<file path="src/rtl/sseg_scan_decoder_if.sv">
// Multiplexed seven-segment display bus: active-low segments and anode selects.
interface sseg_scan_decoder_if;
  logic [6:0] sseg;
  logic [1:0] an;

  modport master (output sseg, output an);
  modport slave  (input  sseg, input  an);
endinterface

</file>
<file path="src/rtl/sseg_scan_decoder.sv">
// Reconstructs the two hex digits shown on a scanned seven-segment bus.
// Each digit gets stability qualification, decoding, and staleness timeout.
module sseg_scan_decoder #(
  parameter int STABLE_CYCLES  = 4,
  parameter int TIMEOUT_CYCLES = 1024
) (
  input  logic                 clk,
  input  logic                 rst,
  sseg_scan_decoder_if.slave   bus,
  output logic [3:0]           o_digit0,
  output logic [3:0]           o_digit1,
  output logic [1:0]           o_valid,
  output logic [1:0]           o_upd,
  output logic                 o_frame,
  output logic                 o_err,
  output logic                 o_err_sticky
);
  localparam int CW = $clog2(STABLE_CYCLES + 1);
  localparam int TW = $clog2(TIMEOUT_CYCLES + 1);

  logic [1:0]            r_an_q, r_an_qq;
  logic [6:0]            r_sseg_q, r_sseg_qq;
  logic [CW-1:0]         r_cnt;
  logic [1:0][3:0]       r_digit;
  logic [1:0][TW-1:0]    r_to;
  logic [1:0]            r_valid, r_upd, r_seen;
  logic                  r_frame, r_err, r_err_sticky;

  logic                  w_same, w_cap, w_hit, w_bad;
  logic [3:0]            w_dec;
  logic [1:0]            w_sel, w_good, w_seen_nxt;

  // Stability is judged on the registered sample, so a capture lands one edge
  // after the counter has seen STABLE_CYCLES matching samples.
  assign w_same = ({r_an_q, r_sseg_q} == {r_an_qq, r_sseg_qq});
  assign w_cap  = w_same && (r_cnt == CW'(STABLE_CYCLES - 1));

  always_ff @(posedge clk) begin
    if (!rst) begin
      r_an_q    <= '0;
      r_an_qq   <= '0;
      r_sseg_q  <= '0;
      r_sseg_qq <= '0;
      r_cnt     <= '0;
    end else begin
      r_an_q    <= bus.an;
      r_sseg_q  <= bus.sseg;
      r_an_qq   <= r_an_q;
      r_sseg_qq <= r_sseg_q;
      if (!w_same)                         r_cnt <= CW'(1);
      else if (r_cnt != CW'(STABLE_CYCLES)) r_cnt <= r_cnt + CW'(1);
    end
  end

  always_comb begin
    w_hit = 1'b1;
    w_dec = 4'h0;
    case (r_sseg_q)
      7'h40: w_dec = 4'h0;
      7'h79: w_dec = 4'h1;
      7'h24: w_dec = 4'h2;
      7'h30: w_dec = 4'h3;
      7'h19: w_dec = 4'h4;
      7'h12: w_dec = 4'h5;
      7'h02: w_dec = 4'h6;
      7'h78: w_dec = 4'h7;
      7'h00: w_dec = 4'h8;
      7'h10: w_dec = 4'h9;
      7'h08: w_dec = 4'hA;
      7'h03: w_dec = 4'hB;
      7'h46: w_dec = 4'hC;
      7'h21: w_dec = 4'hD;
      7'h06: w_dec = 4'hE;
      7'h0E: w_dec = 4'hF;
      default: w_hit = 1'b0;
    endcase
  end

  assign w_sel[0]   = (r_an_q == 2'b10);
  assign w_sel[1]   = (r_an_q == 2'b01);
  assign w_good     = (w_cap && w_hit) ? w_sel : 2'b00;
  assign w_bad      = w_cap && ((r_an_q == 2'b00) || ((w_sel != 2'b00) && !w_hit));
  assign w_seen_nxt = r_seen | w_good;

  for (genvar n = 0; n < 2; n++) begin : g_dig
    // Capture takes priority over an expiry on the same edge.
    always_ff @(posedge clk) begin
      if (!rst) begin
        r_digit[n] <= '0;
        r_to[n]    <= '0;
        r_valid[n] <= 1'b0;
      end else if (w_good[n]) begin
        r_digit[n] <= w_dec;
        r_to[n]    <= '0;
        r_valid[n] <= 1'b1;
      end else begin
        if (r_to[n] != TW'(TIMEOUT_CYCLES))     r_to[n]    <= r_to[n] + TW'(1);
        if (r_to[n] == TW'(TIMEOUT_CYCLES - 1)) r_valid[n] <= 1'b0;
      end
    end
  end

  always_ff @(posedge clk) begin
    if (!rst) begin
      r_upd        <= '0;
      r_seen       <= '0;
      r_frame      <= 1'b0;
      r_err        <= 1'b0;
      r_err_sticky <= 1'b0;
    end else begin
      r_upd        <= w_good;
      r_err        <= w_bad;
      r_err_sticky <= r_err_sticky | w_bad;
      if (&w_seen_nxt) begin
        r_frame <= 1'b1;
        r_seen  <= '0;
      end else begin
        r_frame <= 1'b0;
        r_seen  <= w_seen_nxt;
      end
    end
  end

  assign o_digit0     = r_digit[0];
  assign o_digit1     = r_digit[1];
  assign o_valid      = r_valid;
  assign o_upd        = r_upd;
  assign o_frame      = r_frame;
  assign o_err        = r_err;
  assign o_err_sticky = r_err_sticky;
endmodule

</file>
<file path="src/flat_wrapper.sv">
// flat-port wrapper written by rule: the top's interface ports become plain ports
module sseg_scan_decoder_flat 
#(
  parameter int STABLE_CYCLES  = 4,
  parameter int TIMEOUT_CYCLES = 1024
)
  (clk, rst, o_digit0, o_digit1, o_valid, o_upd, o_frame, o_err, o_err_sticky, bus_sseg, bus_an);
  sseg_scan_decoder_if bus_i ();
  input  logic clk;
  input  logic rst;
  output logic [3:0] o_digit0;
  output logic [3:0] o_digit1;
  output logic [1:0] o_valid;
  output logic [1:0] o_upd;
  output logic o_frame;
  output logic o_err;
  output logic o_err_sticky;
  input wire logic [$bits(bus_i.sseg)-1:0] bus_sseg;
  input wire logic [$bits(bus_i.an)-1:0] bus_an;
  assign bus_i.sseg = bus_sseg;
  assign bus_i.an = bus_an;
  sseg_scan_decoder #(.STABLE_CYCLES(STABLE_CYCLES), .TIMEOUT_CYCLES(TIMEOUT_CYCLES)) u_core (.clk(clk), .rst(rst), .bus(bus_i), .o_digit0(o_digit0), .o_digit1(o_digit1), .o_valid(o_valid), .o_upd(o_upd), .o_frame(o_frame), .o_err(o_err), .o_err_sticky(o_err_sticky));
endmodule
</file>
<file path="config.mk">
export PLATFORM = sky130hd
export DESIGN_NAME = sseg_scan_decoder_flat
export DESIGN_NICKNAME = d
export VERILOG_FILES = /design/src/rtl/sseg_scan_decoder_if.sv /design/src/rtl/sseg_scan_decoder.sv /design/src/flat_wrapper.sv
export SDC_FILE = /design/constraint.sdc
export NUM_CORES = 1
export LEC_CHECK = 0
export ABC_AREA = 1
export ABC_CLOCK_PERIOD_IN_PS = 2140
export CORE_MARGIN = 3
export CORE_UTILIZATION = 40
export CTS_CLUSTER_SIZE = 25
export DETAILED_ROUTE_END_ITERATION = 8
export SYNTH_ARGS = -nofsm -noshare
export SYNTH_HDL_FRONTEND = slang
export SYNTH_SLANG_ARGS = --single-unit
</file>
<file path="constraint.sdc">
create_clock -name clk -period 2.14 [get_ports clk]
set_clock_uncertainty 0.05 [all_clocks]
set_input_delay 0.321 -clock clk [delete_from_list [all_inputs] [get_ports clk]]
set_output_delay 0.321 -clock clk [all_outputs]
set_load 0.02 [all_outputs]
</file>
# Yosys cells after proc, flatten, opt, wreduce, memory -nomap -nowiden
# Cells that the tools add are included.
# W data, S select, Z words.
# totals
ff_bits,60
input_bits,11
output_inout_bits,15
word_cells,75
# op_classes
add_sub_neg,3
n_eq_ne,25
n_mux,10
n_bitwise,3
reduce_logical,17
# ops
cell,count
$pmux W4 S15,1
$eq A7 B7 Y1 const B,4
$add A11 B1 Y11 const B,2
$eq A11 B10 Y1 const B,2
$ne A11 B11 Y1 const B,2
$eq A7 B5 Y1 const B,3
$eq A7 B6 Y1 const B,3
$reduce_or A16 Y1,1
$eq A7 B2 Y1 const B,2
$eq A7 B4 Y1 const B,2
$eq A9 B9 Y1,1
$mux W1,8
$eq A7 B3 Y1 const B,1
$logic_not A7 Y1,1
$reduce_bool A2 Y1,3
$reduce_or A2 Y1,3
$logic_and A1 B1 Y1,4
$reduce_and A2 Y1,2
$add A3 B1 Y3 const B,1
$eq A3 B2 Y1 const B,1
$ne A3 B3 Y1 const B,1
$eq A2 B1 Y1 const B,1
$eq A2 B2 Y1 const B,1
$logic_not A2 Y1,1
7 further kinds,7

# Logic depth before layout (Yosys ltp)
# Gate-level depths: netlist of the first run.
# logic_depth
ltp_word,8
mapped_depth,13
depth_no_buf,13

# Least setup slack after synthesis of the first run
# Ideal clock, no wire load.
# synth_timing
kind,register to register
from,reg u_core.r_sseg_q[1]
to,reg u_core.r_to[17] (netlist bit)
setup_time_ns,0.125
t_arrival_ns,1.448
required_time_ns,1.965
path_slack_ns,0.518
stages_incl_launch_ff,11
n_path_buf,1
period_less_slack_ns,1.622
path_cell_list,dfxtp_1 -> inv_1 -> nand2_1 -> nand2_1 -> nor2_2 -> nand2_2 -> nor3_4 -> nand3_4 -> nand2_4 -> buf_6 -> nor3_2
# synth_between
elab_chain_len,6
elab_cells_between_ends,23
classes_between,16 x eq/ne; 2 x mux; 5 x reduce/logical
# synth_rtl
item,line,text
"start, declared",sseg_scan_decoder.sv:22,"logic [6:0] r_sseg_q, r_sseg_qq;"
"start signal, assigned",sseg_scan_decoder.sv:47,r_sseg_q <= bus.sseg;
$eq A7 B7 Y1 (tied with other cells),sseg_scan_decoder.sv:58,case (r_sseg_q)
$reduce_or A16 Y1 (no source line),--,
$mux W1,sseg_scan_decoder.sv:58,
$logic_and A1 B1 Y1 *,sseg_scan_decoder.sv:81,assign w_good = (w_cap && w_hit) ? w_sel : 2'b00;
$mux W2 *,sseg_scan_decoder.sv:81,
$reduce_or A2 Y1 (no source line) *,--,
"end signal, assigned by index",sseg_scan_decoder.sv:90,r_to[n] <= '0;
"end signal, assigned by index",sseg_scan_decoder.sv:94,r_to[n] <= '0;
"end, declared",sseg_scan_decoder.sv:25,logic [1:0][TW-1:0] r_to;
# Mark *: on every way between the ends. The rest lies on a longest branch, timed or not.
# A chain may end at the register's enable or synchronous reset.

# Worst setup path in the final report of the first run
# layout_timing
from,reg u_core.r_sseg_q[3]
to,reg u_core.r_to[2] (netlist bit)
# The elaborated chain is that of the path after synthesis.

==> results of run 1 <==
## worst min-delay path: cells and delay by family, from the launching register on
family / cells / cell delay, ns
DFF: 1 / 0.31
and+or+nand+nor: 2 / 0.11
## final cells by class
cell class                      instances  area share, %
Sequential cell                        60          34.73
Multi-Input combinational cell        264          40.77
Inverter                               72          7.815
Clock inverter                          7          1.954
Tap cell                               96          3.473
Timing Repair Buffer                   27          7.670
Clock buffer                            9          3.582
## routing by layer
| layer | GRT usage (%) | vias up |
|---|---|---|
| met2 | 23.55 | 55 |
| met5 | 0 | - |
| met4 | 6.533 | 0 |
| met3 | 5.054 | 7 |
| li1 | - | 1291 |
| met1 | 15.81 | 1042 |
## kinds of logic (layout without fill, tap and decap cells)
| family | after synthesis | in the layout |
|---|---|---|
| compound gates | 23 | 23 |
| xor+xnor | 9 | 9 |
| fa+ha+maj | 10 | 10 |
| buf+inv | 78 | 115 |
| flops | 60 | 60 |
| simple gates | 222 | 222 |
## cell usage after synthesis (all sizes together), types with 2 or more instances
cell type / number
nand2: 125
inv: 72
dfxtp: 60
nor2: 46
nand3: 29
a21oi: 18
nor3: 11
ha: 10
nand4: 7
xor2: 6
buf: 4
or2: 3
xnor2: 3
clkbuf: 2
o31ai: 2
## where the power goes
group          switching, mW  internal (mW)
sequential            0.0259           1.14
clock                  0.445          0.530
combinational          0.115         0.0749
## sequential cells by signal, summed over array words and instances (netlist names)
register	flops
u_core.o_frame	1
u_core.o_digit1	4
u_core.o_err_sticky	1
u_core.r_an_qq	2
u_core.o_err	1
u_core.r_cnt	3
u_core.r_to	22
u_core.r_sseg_q	7
u_core.o_digit0	4
u_core.r_seen	2
u_core.o_upd	2
u_core.r_sseg_qq	7
u_core.o_valid	2
u_core.r_an_q	2
## how the worst max path moves through the flow
stage,end,slack [ns],cells past startpoint
after detailed placement,u_core.r_to[2],0.25,9
after global placement,u_core.r_to[2],0.29,9
after CTS,u_core.r_to[2],0.24,9
final,u_core.r_to[2],0.28,9
after floorplan,u_core.r_to[17],0.52,10
after global routing,u_core.r_to[2],0.1,9
==> summary.md, run 1 <==
| Metric | Value |
|---|---|
| R2r worst-path depth | `9` |
| Cell mode on critical path | `nand2_1` |
| First-pass GRT wire length | `roughly 9400 um` |
| Most frequent cells in the layout | `118 x nand2_1, 65 x inv_1, 60 x dfxtp_1, 32 x nor2_1, 26 x nand3_1` |
| Commonest non-fill, non-tap cell in the layout | `nand2_1` |
| Inserted Diodes | `0` |
| Tightest Hold Check Type | `reg2reg` |
| Largest net degree at the start of global routing | `20` |
| Max Used Layer | `met4` |
| Maxcap violations | `0` |
| Fraction of the mapped netlist area in adder cells | `4.272%` |
| Slew @ Worst Pin | `about 0.47 ns` |
| Post_cts resized | `0` |
| Area delta synth->final | `18.07%` |
| RSZ-0062 raised after global routing | `false` |
| CP delay by family, top | `simple AND/OR/NAND/NOR gates` |
| DIE AREA | `about 8400 um^2` |
| Sequential fraction of the synthesis area | `41.01%` |
| Fmax | `around 540 MHz` |
| Root buffer selected by CTS | `clkbuf_8` |
| Post-route clock period utilization | `~87%` |
| LEAKAGE | `1.549 nW` |
| Number of global-route vias before repair | `roughly 2300` |
| Via density | `4.477` |
| Yosys warnings | `0` |
| Required @ worst endpoint | `around 2.3 ns` |
| Wire length on met2 | `2548 um` |
| Layout Utilization | `about 50%` |
| Number of setup buffers added after CTS | `0` |
| Initial DRC count | `around 100` |
| Core Area | `just under 7000 um^2` |
| Post-DRT Antenna Nets | `0` |
| Status | `finished, final reports clean` |
| Clk_lat worst skew | `roughly 0.33 ns` |
| Non-filler instance count after layout | `535` |
| Simple-gate area share of the yosys netlist | `35.54%` |
| Pwr Total | `2.335 mW` |
| Max incr delay on CP | `around 0.43 ns` |
| Via count | `2395` |
| Layout cells sized above 1 | `around 15%` |
| Min-Delay Endpoint | `u_core.o_err_sticky` |
| Mean post-synth cell area | `7.286 um^2` |
| DP Area | `3267 um^2` |
| Total wire length | `~5300 um` |
| Crit-path cells | `inv_2, nand2_1, nand2_1, nor2_1, nand3_1, nor3_4, nand3_4, nand2_4, nor3_1` |
| Height of the chip | `91.57 um` |
| Final Net Count | `about 460` |
| Reg-to-reg startpoint | `u_core.r_sseg_q[3]` |
| Post-CTS Hold Fix Bufs | `0` |
| Worst-path clk slew | `~0.070 ns` |
| Compound-gate portion of the synthesized area | `5.639%` |
| Yosys top cell area share | `slightly above 40%` |
| DR WL/cell | `between 9 and 10 um` |
| Gpl congestion | `~0.87` |
| Die width | `a little over 90 um` |
| CTS Buf Count | `9` |
| Crit path kind | `reg2reg` |
| Worst setup margin | `approximately 0.28 ns` |
| CP Data Arrival Time | `between 2 and 2.5 ns` |
| EDFF count, synth | `0` |
| CTS tree | `built` |
| WL met3 | `about 260 um` |
| Maximum clock path buffer count | `2` |
| PD cells | `approximately 680 nW/um^2` |
| H-Tree Depth | `3` |
| Critical Path Fanout Max | `11` |
| Tot GR Track Use | `approximately 14%` |
| Hold depth | `2` |
| Dominant cell type by area after synthesis | `dfxtp_1` |
| Max VDD drop | `422.9 uV` |
| Row count | `30` |
| Reg-to-reg endpoint | `u_core.r_to[2]` |
| Synth Flop Type | `dfxtp_1` |
| Buf/Inv on CP | `1` |
| Share of flip-flops with an asynchronous set or reset | `0%` |
| Mapped Area | `slightly below 3000 um^2` |
| Synthesized flop and latch total | `60` |
| Synthesized net count | `between 400 and 500` |
| Top post-synthesis cells by area | `dfxtp_1 41%, nand2_1 15%, inv_1 8.3%` |
| Fill cells | `671` |
| DP HPWL | `about 4000 um` |
| Library cells used by synthesis | `32` |
| Residual DRC count | `0` |
| Port bufs | `25` |
| Post-Syn Instances | `402` |
| Placed cell count | `approximately 520` |
| IO Pins | `26` |
| Max-slew violations | `0` |
| Clock sinks | `60` |
| Initial antenna violation count | `0` |
| Global route overflow | `0` |
| Crit-path slowest cell | `dfxtp_1` |
| Largest family of logic cells by synthesized area | `simple AND/OR/NAND/NOR gates` |
| Hold path startpoint | `u_core.o_err_sticky` |
| Fin area | `approximately 3500 um^2` |
| DRT Pass-1 Iters | `4` |
| Tmin final | `approximately 1.9 ns` |
| Sequential cell area | `1201 um^2` |
| Crit path from | `u_core.r_sseg_q[3]` |
| Met1 WL | `2406 um` |
| Post-synthesis mux area share | `0%` |
| Endpoints failing setup | `0` |
| Max_slew headroom | `roughly two thirds` |
| Pre-CTS setup slack | `0.2538 ns` |
| Initial Util | `a little over two fifths` |
| Hold Vio Cnt, Final | `0` |
| Reg2reg setup slack | `roughly 0.28 ns` |
| Final TNS setup | `0 ns` |
| Area of the multi-input gates | `~1400 um^2` |
| Hold slack | `a little over 0.4 ns` |
| Crit start category | `register` |
| XOR/XNOR Fraction of Synth Area | `2.691%` |
| CP endpoint kind | `register` |
No activity file was read; power rests on OpenSTA's default activity.
==> run 2: changes to the inputs <==
- PLACE_DENSITY_LB_ADDON: not set -> 0.1
==> summary.md, run 2 (synthesis gave the netlist of run 1 again) <==
| Metric | Value |
|---|---|
| Number of global-route vias before repair | `2219 (-1.6%)` |
| DP Area | `3259 um^2 (-0.23%)` |
| Via count | `2365 (-1.3%)` |
| Total wire length | `5296 um (-0.11%)` |
| RSZ-0062 raised after global routing | `false` |
| Layout Utilization | `49.37% (-0.43 points)` |
| Final TNS setup | `0 ns (unchanged)` |
| Tmin final | `1.828 ns (-0.03426 ns)` |
| Max Used Layer | `met4` |
| Clk_lat worst skew | `0.33 ns (about the same)` |
| Residual DRC count | `0 (unchanged)` |
| DP HPWL | `4010 um (-2.5%)` |
| PD cells | `651.1 nW/um^2 (-3.6%)` |
| Max_slew headroom | `70.19% (+1.9 points)` |
| Fin area | `3428 um^2 (-0.87%)` |
| Max reg flops | `22 (unchanged)` |
| Min-Delay Endpoint | `u_core.o_err_sticky` |
| WL met3 | `197 um (-23%)` |
| Hold path startpoint | `u_core.o_err_sticky` |
| Reg-to-reg startpoint | `u_core.r_sseg_q[2]` |
| Maxcap violations | `0 (unchanged)` |
| Maximum clock path buffer count | `2 (unchanged)` |
| Row count | `30 (unchanged)` |
| IO Pins | `26 (unchanged)` |
| Max incr delay on CP | `0.43 ns (about the same)` |
| Largest net degree at the start of global routing | `34 (+70%)` |
| Initial DRC count | `49 (-51%)` |
| Die width | `91.57 um (unchanged)` |
| Reg2reg setup slack | `0.31 ns (+0.03 ns)` |
| Largest registers | `u_core.r_to: 22 flops, u_core.r_sseg_q: 7 flops, u_core.r_sseg_qq: 7 flops` |
| Height of the chip | `91.57 um (unchanged)` |
| Fill cells | `707 (+5.4%)` |
| Tot GR Track Use | `13.80% (-0.26 points)` |
| Core Area | `6944 um^2 (unchanged)` |
| Cell mode on critical path | `nand2_1` |
| CTS Buf Count | `9 (unchanged)` |
| Layout cells sized above 1 | `14.61% (-0.42 points)` |
| Max-slew violations | `0 (unchanged)` |
| LEAKAGE | `1.542 nW (-0.45%)` |
| CP endpoint kind | `register` |
| First-pass GRT wire length | `9411 um (-0.37%)` |
| Port bufs | `25 (unchanged)` |
| Status | `finished, final reports clean` |
| R2r worst-path depth | `9 (unchanged)` |
| Crit-path slowest cell | `dfxtp_1` |
| DR WL/cell | `9.918 um (about the same)` |
| Non-filler instance count after layout | `534 (-0.19%)` |
| Post-route clock period utilization | `85.42% (-1.6 points)` |
| Area of the multi-input gates | `1410 um^2 (unchanged)` |
| Worst-path clk slew | `0.06 ns (about the same)` |
| Critical Path Fanout Max | `11 (unchanged)` |
| Max VDD drop | `404.8 uV (-4.3%)` |
| Clock sinks | `60 (unchanged)` |
| Post-DRT Antenna Nets | `0 (unchanged)` |
| Hold Vio Cnt, Final | `0 (unchanged)` |
| Global route overflow | `0 (unchanged)` |
| CP delay by family, top | `simple AND/OR/NAND/NOR gates` |
| Crit-path cells | `inv_2, nand2_1, nand2_1, nor2_1, nand3_1, nor3_4, nand3_4, nand2_4, nor3_1` |
| Reg-to-reg endpoint | `u_core.r_to[2]` |
| Hold depth | `2 (unchanged)` |
| Crit path kind | `reg2reg` |
| Sequential cell area | `1201 um^2 (unchanged)` |
| Inserted Diodes | `0 (unchanged)` |
| Crit start category | `register` |
| Initial Util | `42.18% (unchanged)` |
| DRT Pass-1 Iters | `4 (unchanged)` |
| DIE AREA | `8385 um^2 (unchanged)` |
| Wire length on met2 | `2378 um (-6.7%)` |
| Number of setup buffers added after CTS | `0 (unchanged)` |
| H-Tree Depth | `3 (unchanged)` |
| Required @ worst endpoint | `2.29 ns (about the same)` |
| Fmax | `547.0 MHz (+1.9%)` |
| Pwr Total | `2.232 mW (-4.4%)` |
| CTS tree | `built` |
| Via density | `4.429 (-1.1%)` |
| Most frequent cells in the layout | `118 x nand2_1, 65 x inv_1, 60 x dfxtp_1, 32 x nor2_1, 26 x nand3_1` |
| Slew @ Worst Pin | `0.4437 ns (-0.02857 ns)` |
| Final Net Count | `454 (-0.22%)` |
| Root buffer selected by CTS | `clkbuf_8` |
| Area delta synth->final | `17.04%` |
| Tightest Hold Check Type | `reg2reg` |
| CP Data Arrival Time | `1.98 ns (-0.03 ns)` |
| Gpl congestion | `0.9065 (+4.8%)` |
| Reg with most FFs | `u_core.r_to` |
| Initial antenna violation count | `0 (unchanged)` |
| Placed cell count | `518 (-0.19%)` |
| Buf/Inv on CP | `1 (unchanged)` |
| Endpoints failing setup | `0 (unchanged)` |
| Met1 WL | `2624 um (+9.1%)` |
| Commonest non-fill, non-tap cell in the layout | `nand2_1` |
| Post-CTS Hold Fix Bufs | `0 (unchanged)` |
| Post_cts resized | `0 (unchanged)` |
-- run 2: how the worst max path moves through the flow --
stage                     cells after the start         endpoint  slack [ns]               start
after floorplan                              10  u_core.r_to[17]        0.52  u_core.r_sseg_q[1]
after global placement                        9   u_core.r_to[2]        0.32  u_core.r_sseg_q[1]
after global routing                         10   u_core.r_to[2]        0.13  u_core.r_sseg_q[1]
final                                         9   u_core.r_to[2]        0.31  u_core.r_sseg_q[2]
after CTS                                     9   u_core.r_to[2]        0.28  u_core.r_sseg_q[2]
after detailed placement                      9   u_core.r_to[2]        0.28  u_core.r_sseg_q[2]
-- run 2: metrics by stage --
| stage | hold slack (ns) | setup WS [ns] |
|---|---|---|
| final | 0.4001 | 0.3120 |
| after global routing | 0.4452 | 0.1289 |
| after CTS | 0.4044 | 0.2832 |
| after detailed placement | 0.3898 | 0.2842 |
| after global placement | 0.3980 | 0.3240 |
| after floorplan | 0.3686 | 0.5177 |
-- run 2: report_power, final --
part	internal [mW]	total [mW]	leakage, nW	switching [mW]
sequential	1.14	1.17	0.489	0.0257
clock	0.443	0.873	0.0889	0.430
combinational	0.0737	0.189	0.965	0.116
-- run 2: area by class of cell --
cell class	count	share of cell area, %
multi-input combinational	264	41.13
sequential	60	35.04
inverter	72	7.883
timing repair buffer	26	7.518
clock buffer	11	4.124
tap	96	3.504
clock inverter	5	0.8029
-- run 2: layer usage --
metal	vias up	track usage (%)
met3	10	4.391
met4	0	6.030
met5	-	0
met2	37	21.73
met1	1025	17.19
li1	1293	-
-- run 2: worst min-delay path: cells and delay by family, from the launching register on --
kind | cells | cell delay, ns
and+or+nand+nor | 2 | 0.10
DFF | 1 | 0.30
==> run 3: changes to the inputs <==
- CORE_MARGIN: 3 -> not set
- GPL_TIMING_DRIVEN: not set -> 0
==> summary.md, run 3 (synthesis gave the netlist of run 1 again) <==
| Metric | Value |
|---|---|
| Number of setup buffers added after CTS | `0 (unchanged)` |
| DR WL/cell | `9.974 um (+0.57%)` |
| Post-route clock period utilization | `85.77% (+0.35 points)` |
| Final Net Count | `458 (+0.88%)` |
| Total wire length | `5366 um (+1.3%)` |
| CTS tree | `built` |
| Met1 WL | `2577 um (-1.8%)` |
| First-pass GRT wire length | `9135 um (-2.9%)` |
| Initial antenna violation count | `0 (unchanged)` |
| Via count | `2386 (+0.89%)` |
| Tot GR Track Use | `15.59% (+1.8 points)` |
| Reg-to-reg endpoint | `u_core.r_to[17]` |
| Maxcap violations | `0 (unchanged)` |
| Die width | `87.57 um (-4.4%)` |
| Initial DRC count | `66 (+35%)` |
| Most frequent cells in the layout | `118 x nand2_1, 65 x inv_1, 60 x dfxtp_1, 32 x nor2_1, 26 x nand3_1` |
| IO Pins | `26 (unchanged)` |
| Fmax | `544.8 MHz (-0.41%)` |
| DP HPWL | `4093 um (+2.1%)` |
| Number of global-route vias before repair | `2088 (-5.9%)` |
| DIE AREA | `7669 um^2 (-8.5%)` |
| RSZ-0062 raised after global routing | `false` |
| Root buffer selected by CTS | `clkbuf_8` |
| Largest registers | `u_core.r_to: 22 flops, u_core.r_sseg_q: 7 flops, u_core.r_sseg_qq: 7 flops` |
| Post-DRT Antenna Nets | `0 (unchanged)` |
| Tightest Hold Check Type | `in2reg` |
| Residual DRC count | `0 (unchanged)` |
| Gpl congestion | `0.8618 (-4.9%)` |
| Height of the chip | `87.57 um (-4.4%)` |
| Post-CTS Hold Fix Bufs | `0 (unchanged)` |
| Reg2reg setup slack | `0.30 ns (about the same)` |
| CP Data Arrival Time | `2.01 ns (+0.03 ns)` |
| Final TNS setup | `0 ns (unchanged)` |
| Hold Vio Cnt, Final | `0 (unchanged)` |
| Max reg flops | `22 (unchanged)` |
| Maximum clock path buffer count | `2 (unchanged)` |
| WL met3 | `259 um (+31%)` |
| Layout cells sized above 1 | `15.16% (+0.55 points)` |
| Max VDD drop | `447.3 uV (+10%)` |
| Initial Util | `42.18% (unchanged)` |
| Setup crit end | `u_core.r_to[17]` |
| Max_slew headroom | `67.54% (-2.7 points)` |
| Crit start category | `register` |
| Crit path kind | `reg2reg` |
| Reg with most FFs | `u_core.r_to` |
| LEAKAGE | `1.584 nW (+2.7%)` |
| Post_cts resized | `0 (unchanged)` |
| R2r worst-path depth | `10 (+1)` |
| Endpoints failing setup | `0 (unchanged)` |
| Port bufs | `24 (-4.0%)` |
| Via density | `4.435 (+0.14%)` |
| Row count | `30 (unchanged)` |
| Max Used Layer | `met4` |
| Global route overflow | `0 (unchanged)` |
| Core Area | `6944 um^2 (unchanged)` |
| Worst-path clk slew | `0.07 ns (about the same)` |
| Clk_lat worst skew | `0.34 ns (about the same)` |
| Layout Utilization | `50.61% (+1.2 points)` |
| Required @ worst endpoint | `2.32 ns (+0.03 ns)` |
| Tmin final | `1.836 ns (+0.007491 ns)` |
| Crit path from | `u_core.r_sseg_q[4]` |
| CTS Buf Count | `9 (unchanged)` |
| Reg-to-reg startpoint | `u_core.r_sseg_q[4]` |
| DRT Pass-1 Iters | `5 (+1)` |
| Critical Path Fanout Max | `10 (-1)` |
| CP endpoint kind | `register` |
| Inserted Diodes | `0 (unchanged)` |
| Area delta synth->final | `19.99%` |
| Slew @ Worst Pin | `0.4869 ns (+0.04317 ns)` |
| Clock sinks | `60 (unchanged)` |
| Largest net degree at the start of global routing | `12 (-65%)` |
| Wire length on met2 | `2461 um (+3.5%)` |
| Max-slew violations | `0 (unchanged)` |
| H-Tree Depth | `3 (unchanged)` |
| Status | `finished, final reports clean` |
| Commonest non-fill, non-tap cell in the layout | `nand2_1` |
| PD cells | `714.4 nW/um^2 (+9.7%)` |
-- run 3: worst min-delay path by stage --
stage	depth (start not counted)	to	startpoint	slack, ns
after floorplan	2	u_core.r_an_q[0]	bus_an[0]	0.37
after global placement	2	u_core.o_err_sticky	u_core.o_err_sticky	0.39
after detailed placement	2	u_core.o_err_sticky	u_core.o_err_sticky	0.41
after CTS	3	u_core.r_to[13]	rst	0.28
after global routing	3	u_core.r_to[13]	rst	0.28
final	3	u_core.r_to[13]	rst	0.28
-- run 3: final cells by class --
class	instances	area, um^2
plain buffers	6	47.55
clock buffers	10	137.6
clock inverters	6	87.58
fillers	692	3430
inverters	72	270.3
multi-input cells	264	1410
flip-flops and latches	60	1201
well taps	96	120.1
repair buffers	24	240.2
-- run 3: layer usage --
metal | vias to the layer above | track usage, %
li1 | 1301 | -
met1 | 1033 | 18.58
met2 | 43 | 25.92
met3 | 9 | 5.749
met4 | 0 | 5.365
met5 | - | 0
-- run 3: through the flow --
step	hold WS [ns]	instances	power (mW)	setup slack, ns	area (um^2)
6_report	0.2803	538	2.511	0.3045	3515
4_1_cts	0.2751	538	2.552	0.2833	3515
3_5_place_dp	0.4091	522	1.393	0.2875	3289
5_1_grt	0.2831	538	2.634	0.09377	3515
2_1_floorplan	0.3686	402	1.340	0.5177	2929
3_3_place_gp	0.3939	522	1.390	0.3032	3289
-- run 3: report_power, final --
part	switching, mW	internal (mW)	total (mW)
combinational	0.117	0.0783	0.195
clock	0.460	0.687	1.15
sequential	0.0257	1.14	1.17
total	0.602	1.91	2.51
-- run 3: worst max-delay path, stage by stage (launching register included) --
cell	delay (ns)
dfxtp_1	0.45
inv_2	0.07
nand2_1	0.06
nand2_1	0.05
nor2_1	0.15
nand2_2	0.13
nor3_4	0.28
nand3_4	0.18
nand2_4	0.10
buf_6	0.17
nor3_2	0.05
==> RTL edit: new RTL, config.mk and constraints of run 2 <==
`STABLE_CYCLES` is set to 4 in 2 places; all go to 2.
--- a/src/rtl/sseg_scan_decoder.sv
+++ b/src/rtl/sseg_scan_decoder.sv
@@ -1,7 +1,7 @@
 // Reconstructs the two hex digits shown on a scanned seven-segment bus.
 // Each digit gets stability qualification, decoding, and staleness timeout.
 module sseg_scan_decoder #(
-  parameter int STABLE_CYCLES  = 4,
+  parameter int STABLE_CYCLES  = 2,
   parameter int TIMEOUT_CYCLES = 1024
 ) (
   input  logic                 clk,
--- a/src/flat_wrapper.sv
+++ b/src/flat_wrapper.sv
@@ -1,7 +1,7 @@
 // flat-port wrapper written by rule: the top's interface ports become plain ports
 module sseg_scan_decoder_flat 
 #(
-  parameter int STABLE_CYCLES  = 4,
+  parameter int STABLE_CYCLES  = 2,
   parameter int TIMEOUT_CYCLES = 1024
 )
   (clk, rst, o_digit0, o_digit1, o_valid, o_upd, o_frame, o_err, o_err_sticky, bus_sseg, bus_an);
Check against the original RTL: not equivalent (Yosys sat finds a counterexample within 4 cycles, from zero or initial values and one cycle with rst low).
==> RTL edit against run 2 <==
Setup slack worse by 0.083 ns; design area down 0.22%; routed wire length shrank 0.55%; area after synthesis down 1.3%; first-iteration DRC count rose by 29%; critical endpoint is now u_core.r_to[4]; total power rose by 5.8%; non-clock buffer count up 1; sequential cell count down 1.
==> RTL edit: results (changes against run 2) <==
In the final layout, the registers with the most flip-flops are u_core.r_to: 22 flops, u_core.r_sseg_q: 7 flops, u_core.r_sseg_qq: 7 flops. The number of antenna violations at the first check in global routing came out at 0 (unchanged). On the critical path, the stage with the largest delay is an instance of dfxtp_1.

The family of cells with the greatest summed delay on the critical path is simple AND/OR/NAND/NOR gates. The detailed router's first-iteration violation count is 63 (+29%). Clock-pin slew was measured on the worst setup and hold paths at 0.07 ns. The net load switching power was 0.592 mW (+3.7%); the placement-stage cell area was 3230 sq um (-1.0%). For the number of nets in the layout, the log shows 447 (-1.5%). First-pass GRT wire length: 9170 microns (-2.6%). The worst-skew pair later-pin latency was 0.33 ns (about the same).

The tree is rooted in a clkbuf_8. The number of diodes was 0 (unchanged); the number of standard cells in the layout, taps in and fillers out was 528 (-1.1%). The leakage dissipation was 1.59 nW (+3.2%); the weighted congestion at the end of routability-driven global placement was 0.927 (+2.3%). After synthesis, the cell types taking the most area are dfxtp_1, nand2_1, inv_1, nand3_1, ha_1. The count of different cell masters after synthesis was 35 (+9.4%).

Count of H-tree levels built during CTS: 3 (unchanged). In this run the worst hold path is classified as flip-flop to flip-flop. Number of buffers inserted by port buffering: 25 (unchanged). After synthesis, the most frequently instantiated cells are nand2_1, inv_1, dfxtp_1. The register area share after synthesis was 40.8% (-0.16 points); the detailed placer's ending HPWL was 4040 microns (+0.79%). The remaining max-slew budget at the tightest pin is 55.7% (-14 points).

The tools report the total negative slack as 0 ns (unchanged). The first-pass iteration count of the detailed router came out at 4 (unchanged). The logs give 2 (unchanged) for the maximum root-to-sink buffer count and 18 (-47%) for the pin count of the biggest net entering global routing.

The number of design rule violations left after detail routing is 0 (unchanged), and the arrival time reported for the critical path endpoint is 2.08 ns (+0.10 ns). The part of the total power dissipated in combinational logic is 8.6%, and the via total after detailed routing is 2351 (-0.59%). The total placed cells including tap cells came out at 512 (-1.2%).

The async set-reset flop share out of synthesis is 0% (unchanged), and the delay contributed by the slowest stage of the critical path is 0.40 ns (-0.03 ns). The final wirelength is 5270 microns (-0.55%), and the post-CTS setup repair buffer count is 0 (unchanged). The run gives 0 (unchanged) as the Yosys warning count.

The post-synthesis net count is 416 (-1.7%), and the mean instance size in the synthesized netlist is 7.30 sq um (+0.21%). Number of buffers added by the clock tree synthesis step: 9 (unchanged). The tools report the number of instances resized during post-cts repair as 0 (unchanged). The maximum net fanout on the critical path is 11 (unchanged), and the via count of the first global-routing pass is 2155 (-2.9%). The flip-flop cell with the highest count after synthesis was dfxtp_1. The worst-case vdd ir drop is 0.369 mV (-8.8%), and the flip-flop count of the largest register after layout is 22 (unchanged). The fraction of layout cells with a size suffix above 1 is 14.8% (+0.20 points). The total routing resource utilization after global routing was 13.7% (-0.094 points). The flow ran to the end, and the final reports show no timing, DRC or antenna violations.
## RTL edit: cell count changes after synthesis, moves of 3 or more
cell	delta
nand2_1	-6
inv_1	+4
a21oi_1	-4
nor2_1	-4
nand2_2	-3
## RTL edit: logic make-up (layout without fill, tap and decap cells)
family | count (synthesis) | after routing | synth area share (%)
and+or+nand+nor | 216 | 216 | 35.4
buffers and inverters | 81 | 117 | 11.3
DFF | 59 | 59 | 40.8
AOI/OAI and AO/OA | 21 | 21 | 5.50
adders and majority gates | 9 | 9 | 3.89
xor gates and xnor gates | 9 | 9 | 2.73
muxes | 1 | 1 | 0.346
## RTL edit: layout make-up
cell class / instances / area, sq um
fill: 725 / 3490
multi-input combinational: 256 / 1380
sequential: 59 / 1180
inverter: 74 / 278
timing repair buffer: 27 / 265
clock buffer: 11 / 141
tap: 96 / 120
clock inverter: 5 / 52.6
## RTL edit: final timing paths
kind,startpoint,to,slack (ns),cells after the start
setup / recovery,u_core.r_sseg_q[1],u_core.r_to[4],0.23,11
hold / removal,u_core.o_err_sticky,u_core.o_err_sticky,0.41,2
setup reg to reg,u_core.r_sseg_q[1],u_core.r_to[4],0.23,11
hold reg to reg,u_core.o_err_sticky,u_core.o_err_sticky,0.41,2
## RTL edit: through the flow
step	setup slack [ns]	hold slack (ns)	util, %	total power, mW
6_report	0.229	0.409	49.5	2.36
5_1_grt	0.0501	0.431	49.5	2.48
4_1_cts	0.209	0.412	49.5	2.40
3_5_place_dp	0.211	0.400	46.7	1.39
3_3_place_gp	0.217	0.396	46.7	1.39
2_1_floorplan	0.494	0.369	-	1.34
## RTL edit: worst reg2reg max path, delay by kind of cell, from the launching register on
| family | cells | cell delay (ns) |
|---|---|---|
| simple gates | 10 | 1.25 |
| flops | 1 | 0.40 |
| buf+inv | 1 | 0.09 |
## RTL edit: routing by layer
| metal | GRT usage [%] | vias up | part of all wire (%) |
|---|---|---|---|
| met4 | 7.29 | 0 | 1.9 |
| met5 | 0 | - | 0 |
| met1 | 17.0 | 1036 | 50 |
| met3 | 3.56 | 9 | 3.2 |
| met2 | 21.8 | 33 | 45 |
| li1 | - | 1273 | - |
## RTL edit: power groups by stage
stage | Clock, mW | Combinational (mW) | Sequential, mW
after floorplan | 0 | 0.161 | 1.17
after global placement | 0 | 0.206 | 1.18
after detailed placement | 0 | 0.206 | 1.18
after CTS | 1.04 | 0.207 | 1.16
after global routing | 1.08 | 0.235 | 1.16
final | 1.00 | 0.202 | 1.16
